**config.mk**
```make
export PLATFORM = sky130hd
export DESIGN_NAME = fetch_queue
export DESIGN_NICKNAME = d
export VERILOG_FILES = /design/src/rtl/fetch_queue_pkg.sv /design/src/rtl/fq_storage.sv /design/src/rtl/fetch_queue.sv
export SDC_FILE = /design/constraint.sdc
export NUM_CORES = 1
export LEC_CHECK = 0
export BUFFER_PORTS_ARGS = -buffer_cell sky130_fd_sc_hd__buf_2
export CORE_MARGIN = 5
export CORE_UTILIZATION = 45
export CTS_BUF_LIST = sky130_fd_sc_hd__clkbuf_2 sky130_fd_sc_hd__clkbuf_4 sky130_fd_sc_hd__clkbuf_8
export CTS_CLUSTER_DIAMETER = 60
export DETAILED_ROUTE_END_ITERATION = 12
export GPL_TIMING_DRIVEN = 0
export PLACE_DENSITY = 0.66
export SETUP_SLACK_MARGIN = 0.3
export SLEW_MARGIN = 5
export SYNTH_ARGS = -nofsm -noshare
export SYNTH_HDL_FRONTEND = slang
export SYNTH_SLANG_ARGS = --single-unit
export TNS_END_PERCENT = 100
```
**constraint.sdc**
```tcl
create_clock -name clk -period 3.9 [get_ports clk]
set_clock_uncertainty 0.05 [all_clocks]
set_input_delay 0 -clock clk [delete_from_list [all_inputs] [get_ports clk]]
set_output_delay 0 -clock clk [all_outputs]
set_load 0.02 [all_outputs]
```
**src/rtl/fetch_queue_pkg.sv**
```systemverilog
// Shared types and constants for the fetch-to-decode instruction queue.
// The queue treats packets as opaque vectors; fetched_packet_t documents their layout.
package fetch_queue_pkg;

  localparam int STATS_W = 64;

  typedef struct packed {
    logic [31:0] pc;
    logic [30:0] data;
    logic        taken_branch;
  } fetched_packet_t;

endpackage

```
**src/rtl/fq_storage.sv**
```systemverilog
// Circular packet array with two write ports and two read ports.
// The second port of each pair addresses the entry after the first, wrapping modulo DEPTH.
module fq_storage
  import fetch_queue_pkg::*;
#(
  parameter int WIDTH = 64,
  parameter int DEPTH = 8,
  localparam int AW = $clog2(DEPTH)
) (
  input  logic             clk,
  input  logic             we,
  input  logic [AW-1:0]    waddr,
  input  logic [WIDTH-1:0] wdata_a,
  input  logic [WIDTH-1:0] wdata_b,
  input  logic [AW-1:0]    raddr,
  output logic [WIDTH-1:0] rdata_a,
  output logic [WIDTH-1:0] rdata_b
);

  logic [WIDTH-1:0] mem [DEPTH];
  logic [AW-1:0]    waddr_b;
  logic [AW-1:0]    raddr_b;

  // DEPTH is a power of two, so plain AW-bit addition wraps for free.
  assign waddr_b = waddr + AW'(1);
  assign raddr_b = raddr + AW'(1);

  // NOTE: the array has no reset; only the pointers define which entries are live,
  // and resetting storage would add a reset fan-out to every bit for no benefit.
  always_ff @(posedge clk) begin
    if (we) begin
      mem[waddr]   <= wdata_a;
      mem[waddr_b] <= wdata_b;
    end
  end

  assign rdata_a = mem[raddr];
  assign rdata_b = mem[raddr_b];

endmodule

```
**src/rtl/fetch_queue.sv**
```systemverilog
// Two-wide in-order queue between fetch and decode: bundle push, per-slot in-order pop,
// single-cycle flush, plus full-stall and empty-cycle statistics.
module fetch_queue
  import fetch_queue_pkg::*;
#(
  parameter int PACKET_SIZE = 64,
  parameter int DEPTH       = 8,
  localparam int AW = $clog2(DEPTH),
  localparam int CW = AW + 1
) (
  input  logic                     clk,
  input  logic                     rst_n,
  input  logic [2*PACKET_SIZE-1:0] data_in,
  input  logic                     valid_in,
  output logic                     ready_out,
  input  logic                     must_flush,
  output logic [2*PACKET_SIZE-1:0] data_out,
  output logic [1:0]               valid_o,
  input  logic [1:0]               ready_in,
  output logic [CW-1:0]            occupancy,
  output logic [STATS_W-1:0]       full_stalls,
  output logic [STATS_W-1:0]       empty_cycles
);

  logic [AW-1:0] rd_ptr;
  logic [AW-1:0] wr_ptr;
  logic [CW-1:0] count;
  logic          push;
  logic          pop0;
  logic          pop1;

  // Space is judged from the registered count only; a same-cycle pop is credited next cycle.
  assign ready_out = (count <= CW'(DEPTH - 2));
  assign valid_o[0] = (count != '0) && !must_flush;
  assign valid_o[1] = (count >= CW'(2)) && !must_flush;
  assign occupancy  = count;

  assign push = valid_in & ready_out & ~must_flush;
  assign pop0 = valid_o[0] & ready_in[0];
  assign pop1 = pop0 & valid_o[1] & ready_in[1];

  fq_storage #(
    .WIDTH (PACKET_SIZE),
    .DEPTH (DEPTH)
  ) u_storage (
    .clk     (clk),
    .we      (push),
    .waddr   (wr_ptr),
    .wdata_a (data_in[PACKET_SIZE-1:0]),
    .wdata_b (data_in[2*PACKET_SIZE-1:PACKET_SIZE]),
    .raddr   (rd_ptr),
    .rdata_a (data_out[PACKET_SIZE-1:0]),
    .rdata_b (data_out[2*PACKET_SIZE-1:PACKET_SIZE])
  );

  // NOTE: all state below uses non-blocking assignments so every register samples
  // the pre-edge values of its peers, independent of statement order.
  always_ff @(posedge clk or negedge rst_n) begin
    if (!rst_n) begin
      rd_ptr <= '0;
      wr_ptr <= '0;
      count  <= '0;
    end else if (must_flush) begin
      rd_ptr <= '0;
      wr_ptr <= '0;
      count  <= '0;
    end else begin
      if (push) wr_ptr <= wr_ptr + AW'(2);
      rd_ptr <= rd_ptr + AW'(pop0) + AW'(pop1);
      count  <= count + CW'({push, 1'b0}) - CW'(pop0) - CW'(pop1);
    end
  end

  always_ff @(posedge clk or negedge rst_n) begin
    if (!rst_n) begin
      full_stalls  <= '0;
      empty_cycles <= '0;
    end else begin
      if (valid_in && !ready_out) full_stalls  <= full_stalls + STATS_W'(1);
      if (count == '0)            empty_cycles <= empty_cycles + STATS_W'(1);
    end
  end

endmodule

```
==> results.tsv <==
metric	value	unit
status	finished, final reports clean	
vias in the first global route	23074	
gp weighted congestion	0.854	
TritonCTS Buffers	114	
first-pass GRT wire length	147	mm
Fin. Hold Viols	0	
Distinct cells, synth	42	
router iterations before antenna repair	5	
share of cells above drive strength 1	49.2	%
Final Cycle Share	90.3	%
gr ovfl total	0	
register area share after synthesis	57.7	%
Fmax	0.284	GHz
clk_lat worst skew	730	ps
Worst setup EP type	output port	
register area	18800	um^2
Root Buffer	clkbuf_8	
Final min period	3520	ps
Die Wd	279	um
via/cell ratio	5.87	
Max Buffers Root-to-Sink	3	
most common cell in the synthesized netlist	edfxtp_1	
CTS tree	done	
WL final	98.7	mm
Least-Margin Pin Slew	1030	ps
IO Pins	397	
total core area	71600	um^2
Post-synth top flop	edfxtp_1	
DRC Markers	0	
Layout area overhead	23.5	%
endpoints failing setup	0	
Port Buffers	396	
Rows	98	
maximum VDD drop	0.334	mV
layout filler cell count	5748	
Initial Utilization	45.5	%
critical path peak fanout	10	
PD cells	516	nW/um^2
Total Power	20.7	mW
commonest cells in the netlist	512 x edfxtp_1, 385 x mux2_2, 256 x mux4_2	
Setup TNS	0	ps
synthesized cell area	32600	um^2
share of the synthesized area in the top cell type	47.2	%
syn nets	2044	
Yosys warnings	0	
Layout Nets	2740	
average size of a mapped cell	17.3	um^2
largest net degree at the start of global routing	90	
HP Class	in -> reg	
Total Routing Usage GR	24.9	%
Synth area leaders	edfxtp_1 47%, mux4_2 18%, mux2_2 13%	
placed cell count	3250	
post-DP HPWL	65.7	mm
initial antenna violation count	8	
CTS HTree Levels	3	
Finished Layout Cells	3638	
Routed WL per cell	27.1	um
Clock transition at path regs	60	ps
LEAKAGE	14.8	nW
post-synthesis async set-or-reset flop share	21.1	%
#FFs+latches synth	649	
Die H	279	um
leading area contributor after synthesis	edfxtp_1	
clock sinks	649	
Post-DRT Antenna Nets	0	
RSZ-0062 raised after global routing	yes	
area of the multi-input gates	13300	um^2
Syn Inst Count	1888	
Worst EP arrival	3470	ps
total die area	77900	um^2
Post-synth EDFFs	512	
critical path class	reg -> out	
DR vias	21354	
WHS	66.4	ps
Rel. slew slack	31.2	%
Max Cap Viol	0	
startpoint types	flip-flop	
CP required	3850	ps
initial DRC count	1713	
max-slew violations	0	
## report_power, final
group          switching, mW  leakage, nW  total (mW)  internal [mW]
clock network           2.95         1.18        6.17           3.22
logic                   3.45         7.17        6.39           2.94
registers              0.256         6.50        8.18           7.92
## stage by stage
stage | area [um^2] | utilization [%] | setup slack [ps]
after floorplan | 32600 | - | 367
after global placement | 35800 | 49.9 | -2090
after detailed placement | 36200 | 50.5 | -838
after CTS | 40200 | 56.1 | 302
after global routing | 40200 | 56.1 | 276
final | 40200 | 56.2 | 380
## cell usage in the layout, fill, tap and decap left out, types with 40 or more instances in the layout
| master | count |
|---|---|
| edfxtp_1 | 512 |
| buf_2 | 412 |
| mux2_2 | 385 |
| mux4_2 | 256 |
| dlygate4sd3_1 | 162 |
| dfrtp_1 | 137 |
| clkbuf_8 | 114 |
| xnor2_1 | 80 |
| nand2_1 | 58 |
| xor2_1 | 51 |
| nand3_1 | 49 |
| clkbuf_4 | 46 |
| clkbuf_1 | 44 |
| nand4_1 | 40 |
## sequential cells by signal, indices dropped and copies added (netlist names)
register and count:
wr_ptr 2, empty_cycles 64, full_stalls 64, rd_ptr 3
u_storage.mem 512, occupancy 4
## metal layers
metal	global-route usage, %	wire (um)
met5	0	42
met1	32.3	38600
met3	5.36	7550
met4	7.94	2740
met2	42.3	49700
## critical path, cell delays in order, from the launching register on
cell,delay [ps]
dfrtp_1,450
ha_1,260
xor2_2,720
clkbuf_1,710
mux2_2,440
buf_2,170
## cell type report
type,count,share of cell area [%]
Sequential cell,649,46.8
Multi-Input combinational cell,1105,33.0
Timing Repair Buffer,580,10.1
Clock buffer,141,4.41
Tap cell,950,2.96
Buffer,111,1.41
Clock inverter,73,1.10
Inverter,23,0.252
Antenna cell,6,0.0373
## timing repair
action                     in CTS  in global routing
resized for setup             131                 22
hold endpoints to repair      709                  0
setup buffers                   5                  0
setup endpoints to repair     580                100
hold buffers                  163                  0
pin swaps                       1                  0
## final timing paths
path / startpoint / end / slack [ps] / cells after the start
worst min-delay path: data_in[30] / u_storage.mem[4][30] / 70 / 2
worst min register to register: full_stalls[63] / full_stalls[63] / 440 / 1
max in group asynchronous: rst_n / full_stalls[43] / 3030 / 4
worst max-delay path: rd_ptr[0] / data_out[124] / 380 / 5
worst max register to register: occupancy[3] / u_storage.mem[1][15] / 540 / 12
min in group asynchronous: rst_n / full_stalls[62] / 320 / 4
## cell families (layout without fill, tap and decap cells)
logic type / after synthesis / after routing / share of synthesized area (%)
adder cells (fa/ha/maj): 22 / 22 / 0.891
flip-flops: 649 / 649 / 57.7
other: 0 / 6 / 0
multiplexers: 641 / 641 / 31.0
AND/OR/NAND/NOR: 300 / 300 / 4.96
XOR/XNOR: 132 / 132 / 3.55
buffers and inverters: 134 / 928 / 1.62
AO/OA/AOI/OAI: 10 / 10 / 0.250
Note: power is estimated with default switching activity, not from simulation.
